`src/rtl/decode_stage.sv`:
```
// decode_stage: ID/EX pipeline register for the 16-bit WISC datapath.
// Splits the instruction into ALU fields, derives destination register and
// memory controls, and tracks HALT retirement through a small state machine.
module decode_stage #(
   parameter int unsigned DATA_W = 16,
   parameter int unsigned REG_AW = 3
) (
   input  logic              clk,
   input  logic              rst,
   input  logic              instr_valid,
   input  logic [DATA_W-1:0] instr,
   input  logic [DATA_W-1:0] pc_in,
   input  logic              stall,
   input  logic              flush,
   output logic              accept,
   output logic              id_valid,
   output logic [4:0]        OpCode,
   output logic [1:0]        funct,
   output logic [7:0]        Imm,
   output logic [DATA_W-1:0] Pc,
   output logic [REG_AW-1:0] rs_addr,
   output logic [REG_AW-1:0] rt_addr,
   output logic [REG_AW-1:0] rd_addr,
   output logic              reg_write,
   output logic              mem_read,
   output logic              mem_write,
   output logic              halted
);

   typedef enum logic [1:0] {StRun, StHaltPend, StHalted} state_e;

   state_e            state_q;
   logic              id_valid_q;
   logic [4:0]        opcode_q;
   logic [1:0]        funct_q;
   logic [7:0]        imm_q;
   logic [DATA_W-1:0] pc_q;
   logic [REG_AW-1:0] rs_q, rt_q, rd_q;
   logic              reg_write_q, mem_read_q, mem_write_q, halted_q;

   logic [4:0]        dec_op;
   logic [REG_AW-1:0] dec_rd;
   logic              dec_we, dec_mr, dec_mw;

   assign dec_op = instr[15:11];

   // Instruction is consumed only while running and the pipe is free to move.
   assign accept = instr_valid & ~stall & ~flush & (state_q == StRun);

   // Destination register, write enable and memory controls by opcode class.
   always_comb begin
      dec_rd = '0;
      dec_we = 1'b0;
      dec_mr = (dec_op == 5'b10001);
      dec_mw = (dec_op == 5'b10000) | (dec_op == 5'b10011);
      unique casez (dec_op)
         5'b11011, 5'b11010, 5'b11001, 5'b111??: begin
            dec_rd = instr[4:2];
            dec_we = 1'b1;
         end
         5'b010??, 5'b101??, 5'b10001: begin
            dec_rd = instr[7:5];
            dec_we = 1'b1;
         end
         5'b11000, 5'b10010, 5'b10011: begin
            dec_rd = instr[10:8];
            dec_we = 1'b1;
         end
         5'b00110, 5'b00111: begin
            dec_rd = REG_AW'(7);
            dec_we = 1'b1;
         end
         default: begin
            dec_rd = '0;
            dec_we = 1'b0;
         end
      endcase
   end

   // ID/EX register and HALT state machine; priority rst > flush > stall > load.
   always_ff @(posedge clk) begin
      if (rst) begin
         state_q     <= StRun;
         id_valid_q  <= 1'b0;
         opcode_q    <= '0;
         funct_q     <= '0;
         imm_q       <= '0;
         pc_q        <= '0;
         rs_q        <= '0;
         rt_q        <= '0;
         rd_q        <= '0;
         reg_write_q <= 1'b0;
         mem_read_q  <= 1'b0;
         mem_write_q <= 1'b0;
         halted_q    <= 1'b0;
      end else if (flush) begin
         id_valid_q <= 1'b0;
         // A pending HALT was speculative; HALTED itself is terminal.
         if (state_q == StHaltPend) begin
            state_q <= StRun;
         end
      end else if (!stall) begin
         case (state_q)
            StRun: begin
               if (instr_valid) begin
                  id_valid_q  <= 1'b1;
                  opcode_q    <= dec_op;
                  funct_q     <= instr[1:0];
                  imm_q       <= instr[7:0];
                  pc_q        <= pc_in;
                  rs_q        <= instr[10:8];
                  rt_q        <= instr[7:5];
                  rd_q        <= dec_rd;
                  reg_write_q <= dec_we;
                  mem_read_q  <= dec_mr;
                  mem_write_q <= dec_mw;
                  if (dec_op == 5'b00000) begin
                     state_q <= StHaltPend;
                  end
               end else begin
                  id_valid_q <= 1'b0;
               end
            end
            StHaltPend: begin
               id_valid_q <= 1'b0;
               halted_q   <= 1'b1;
               state_q    <= StHalted;
            end
            StHalted: begin
               id_valid_q <= 1'b0;
            end
            default: begin
               id_valid_q <= 1'b0;
               state_q    <= StRun;
            end
         endcase
      end
   end

   assign id_valid  = id_valid_q;
   assign OpCode    = opcode_q;
   assign funct     = funct_q;
   assign Imm       = imm_q;
   assign Pc        = pc_q;
   assign rs_addr   = rs_q;
   assign rt_addr   = rt_q;
   assign rd_addr   = rd_q;
   assign reg_write = reg_write_q;
   assign mem_read  = mem_read_q;
   assign mem_write = mem_write_q;
   assign halted    = halted_q;

endmodule

```
`config.mk`:
```
export PLATFORM = sky130hd
export DESIGN_NAME = decode_stage
export DESIGN_NICKNAME = d
export VERILOG_FILES = /design/src/rtl/decode_stage.sv
export SDC_FILE = /design/constraint.sdc
export NUM_CORES = 1
export LEC_CHECK = 0
export BUFFER_PORTS_ARGS = -buffer_cell sky130_fd_sc_hd__buf_4
export CORE_MARGIN = 2
export CORE_UTILIZATION = 40
export CTS_CLUSTER_SIZE = 16
export DETAILED_ROUTE_END_ITERATION = 7
export PLACE_DENSITY = 0.7
export SLEW_MARGIN = 20
export SYNTH_ARGS = -nofsm -noshare
export SYNTH_HDL_FRONTEND = slang
export SYNTH_SLANG_ARGS = --single-unit
```
`constraint.sdc`:
```
create_clock -name clk -period 1.7 [get_ports clk]
set_clock_uncertainty 0.15 [all_clocks]
set_input_delay 0.17 -clock clk [delete_from_list [all_inputs] [get_ports clk]]
set_output_delay 0.17 -clock clk [all_outputs]
set_load 0.01 [all_outputs]
```
## After elaboration in Yosys (flattened, before gate mapping)

Cells that the tools add are included.
Widths: inputs -> output; s select.

| word-level totals | value |
|---|---|
| logic and storage cells | 60 |
| bits of input ports | 37 |
| output and inout bits | 46 |
| register bits | 47 |

| operators by class | value |
|---|---|
| bitwise logic cells | 6 |
| mux-type cells | 10 |
| reductions and logical operators | 11 |
| equality and inequality tests | 20 |

Operators with widths:

| cell | count |
|---|---|
| $eq 5x5->1 const B | 8 |
| $pmux 3 s4 | 1 |
| $reduce_or 12->1 | 1 |
| $eq 5x3->1 const B | 2 |
| $mux 2 | 5 |
| $eq 3x3->1 const B | 2 |
| $pmux 2 s3 | 1 |
| $reduce_or 3->1 | 2 |
| $logic_not 5->1 | 1 |
| $reduce_and 5->1 | 1 |
| $ne 2x1->1 const B | 2 |
| $reduce_and 4->1 | 1 |
| $reduce_or 2->1 | 2 |
| $reduce_or 4->1 | 1 |
| $and 1x1->1 | 3 |
| $eq 3x2->1 const B | 1 |
| $mux 1 | 3 |
| $ne 3x2->1 const B | 1 |
| $ne 3x3->1 const B | 1 |
| $reduce_and 3->1 | 1 |
| $eq 2x1->1 const B | 1 |
| $eq 2x2->1 const B | 1 |
| $logic_not 2->1 | 1 |
| $ne 2x2->1 const B | 1 |
| 2 further kinds | 3 |

## Depth between registers and ports, before layout

| depth | value |
|---|---|
| depth in word-level cells | 6 |
| depth in mapped cells | 6 |
| gate-level depth less buffers | 5 |

## Least setup slack after synthesis

No wires, ideal clock.

| path | value |
|---|---|
| kind | register to register |
| from | reg state_q[1] |
| to | reg mem_read_q (netlist: mem_read) |
| setup slack | 0.147 ns |
| arrival time | 1.333 ns |
| period minus slack after synthesis | 1.553 ns |
| stages on the path, launching flop included | 5 |
| required time | 1.480 ns |
| path buffers | 0 |
| path through | dfxtp_1 -> nor4_2 -> nand2_2 -> or4_1 -> a21oi_1 |

| between the ends | value |
|---|---|
| word-level cells in the longest chain between the ends | 2 |

RTL lines:

| item | RTL line | text |
|---|---|---|
| start: declaration | 32 | `state_e state_q;` |
| start signal: assignment | 83 | `state_q <= StRun;` |
| start signal: assignment | 100 | `state_q <= StRun;` |
| start signal: assignment | 118 | `state_q <= StHaltPend;` |
| $logic_not 2->1 | 103 | `case (state_q)` |
| $reduce_and 4->1 (no source line) | -- |  |
| end signal: assignment | 115 | `mem_read_q <= dec_mr;` |
| end: declaration | 39 | `logic reg_write_q, mem_read_q, mem_write_q, halted_q;` |

No other way between the ends.
A chain may end at the register's enable or synchronous reset.

## Final worst setup path

| path | value |
|---|---|
| from | reg state_q[0] |
| to | reg mem_write_q (netlist: mem_write) |

| between the ends | value |
|---|---|
| word-level cells in the longest chain between the ends | 2 |

RTL lines:

| item | RTL line | text |
|---|---|---|
| $logic_not 2->1 | 103 |  |
| $reduce_and 4->1 (no source line) | -- |  |
| end signal: assignment | 116 | `mem_write_q <= dec_mw;` |
| end: declaration | 39 |  |

No other way between the ends.

==> out/metrics.csv <==
metric,value,unit
clock buffer count from CTS,5,
Worst EP required,1.79,ns
# IOs,83,
Setup crit end kind,flip-flop,
area taken by multi-input logic gates,833,µm²
Worst Hold Class,primary input to flip-flop,
Die Wd,70.4,µm
met1 usage,23.9,%
"flops & latches, synth",42,
Crit Path Category,flip-flop to flip-flop,
RSZ-0062 raised after global routing,true,
initial antenna violation count,0,
top-area cell type share of the netlist area,47.7,%
clock sink count,42,
Initial Utilization,41.1,%
Core ar.,0.00429,mm²
Fill cells,376,
met3 Use GR,6.35,%
Area growth syn-to-layout,61.6,%
HP Start,instr[14],
setup violators final,0,
peak fanout along the critical path,6,
GRT overflow,0,
per-cell routed wire length,12.9,µm
CP startpoint kind,flip-flop,
cell accounting for the most synthesized area,dfxtp_1,
P_leak,1.21,nW
clk buf depth,2,
PD cells,717,mW/mm²
gr busiest metal,met2,
fin nets,370,
num rows,24,
Max rail drop VDD,0.380,mV
CTS clock-pin slew for the worst setup and hold paths,0.08,ns
Worst EP arrival,1.77,ns
Post-DP Area,0.00240,mm²
largest net degree at the start of global routing,43,
gr usage total,20.5,%
Final Cycle Share,98.9,%
outcome,"finished, final reports clean",
number of global-route vias before repair,1749,
Worst R2R Start,state_q[0],
Final Critical Period,1.68,ns
overall power,2.04,mW
Register Area,842,µm²
Placed Instances,347,
worst-skew pair later-pin latency,0.29,ns
max_slew headroom,69.3,%
post-synthesis sequential area ratio,47.7,%
DP Worst Slack,-0.00450,ns
height of the die,70.4,µm
Antenna diodes,0,
Mapped Area,0.00176,mm²
achievable clock frequency,0.595,GHz
H-tree depth,2,
drt via density,4.92,
worst setup path start,state_q[0],
# DRC,0,
number of port buffers,82,
Finished Cell Area,0.00285,mm²
hpwl dp,3190,µm
Max Cap Viol,0,
Final Hold Fails,0,
post-route ant nets,0,
Yosys cell types,32,
global placer's final weighted congestion,0.813,
Pre-Repair DR Iteration Count,4,
first-pass GRT wire length,8070,µm
Root Buffer,clkbuf_8,
Slew @ Worst Pin,0.461,ns
met2 usage,35.3,%
Final WS setup,0.0194,ns
yosys warns,0,
Syn Inst Count,226,
routed vias,1898,
"Avg Cell Area, Syn",7.81,µm²
synth top area cells,"dfxtp_1 48%, nand2_1 15%, a21oi_1 10%, buf_4 2.1%, buf_2 2.0%",
final instance count without filler cells,386,
"wirelength, routed",4990,µm
CTS tree,yes,
Mapped Nets,263,
most frequent cells in the layout,"90 x buf_4, 71 x nand2_1, 41 x dfxtp_1, 35 x a21oi_1, 28 x dlygate4sd3_1",
WHS,0.0179,ns
"commonest non-fill, non-tap cell in the layout",buf_4,
Die ar.,0.00496,mm²
proportion of layout cells with a drive suffix above 1,33.5,%
final-report max-slew violation count,0,
DRT iter0 DRCs,90,
[sequential cells by signal (all words and copies together) (netlist names)]
register / cells
Imm: 7
OpCode: 5
Pc: 16
funct: 1
halted: 1
id_valid: 1
mem_read: 1
mem_write: 1
rd_addr: 3
reg_write: 1
rs_addr: 3
state_q: 2
[metal layers]
metal  wire length (µm)  share of wire [%]
met1               2080                 42
met2               2460                 49
met3                383                7.7
met4                 66                1.3
met5                  0                  0
[critical path, cell delays in order, from the launching register on]
cell and delay [ns]:
dfxtp_2 0.34, nor4_4 0.27, nand2_2 0.10, buf_6 0.14, or4_4 0.51, a21oi_2 0.12
[per-stage QoR]
step,TNS [ns],utilization [%]
3_3_place_gp,0,55.9
4_1_cts,0,64.9
5_1_grt,-0.0699,66.4
2_1_floorplan,0,-
6_report,0,66.4
3_5_place_dp,-0.00450,55.9
[synthesized netlist by cell type]
library cell,number
xnor2_1,1
or4_1,2
nor2_1,5
dfxtp_1,42
and2_1,3
and3_1,1
nand2_1,71
a21boi_0,3
a211oi_1,4
a2111oi_0,3
buf_4,5
a221oi_1,3
nand2b_1,3
a32oi_1,1
o21ai_0,3
clkinv_1,1
buf_2,7
nand2_2,1
o221ai_1,1
xor2_1,2
nand3_1,3
clkbuf_1,9
o211a_1,1
inv_1,6
a21oi_1,37
nand3b_1,1
or3b_1,2
nor4_1,1
mux2_2,1
nor3_1,1
a31oi_1,1
nor4_2,1
[cell type report]
cell class	instances	area share [%]
inverters	7	0.921
repair buffers	121	34.7
well taps	52	2.28
clock buffers	6	2.90
multi-input cells	156	29.2
clock inverters	2	0.439
flip-flops and latches	42	29.5
[report_power, final]
group	switching [mW]	leakage (nW)	internal, mW
sequential	0.0150	0.341	1.01
combinational	0.153	0.826	0.188
clock	0.351	0.0472	0.326
[repair_timing]
item,in CTS,in global routing
hold buffers,28,0
endpoints found under the hold margin,28,0
buffers inserted,1,3
resized for setup,1,16
setup endpoints to repair,1,6
pin swaps,2,4
[final timing paths]
path	endpoint	slack (ns)	cells past startpoint
max	mem_write	0.02	5
min	OpCode[3]	0.02	3
max reg2reg	mem_write	0.02	5
min reg2reg	rs_addr[2]	0.31	2
[cell families (layout without fill, tap and decap cells)]
group	count (synthesis)	in the layout	synth area share (%)
simple gates	95	95	23.5
compound gates	57	57	19.2
flops	42	42	47.7
buf+inv	28	136	7.52
xor+xnor	3	3	1.49
mux	1	1	0.638
Power figures use the tool's default switching activity.
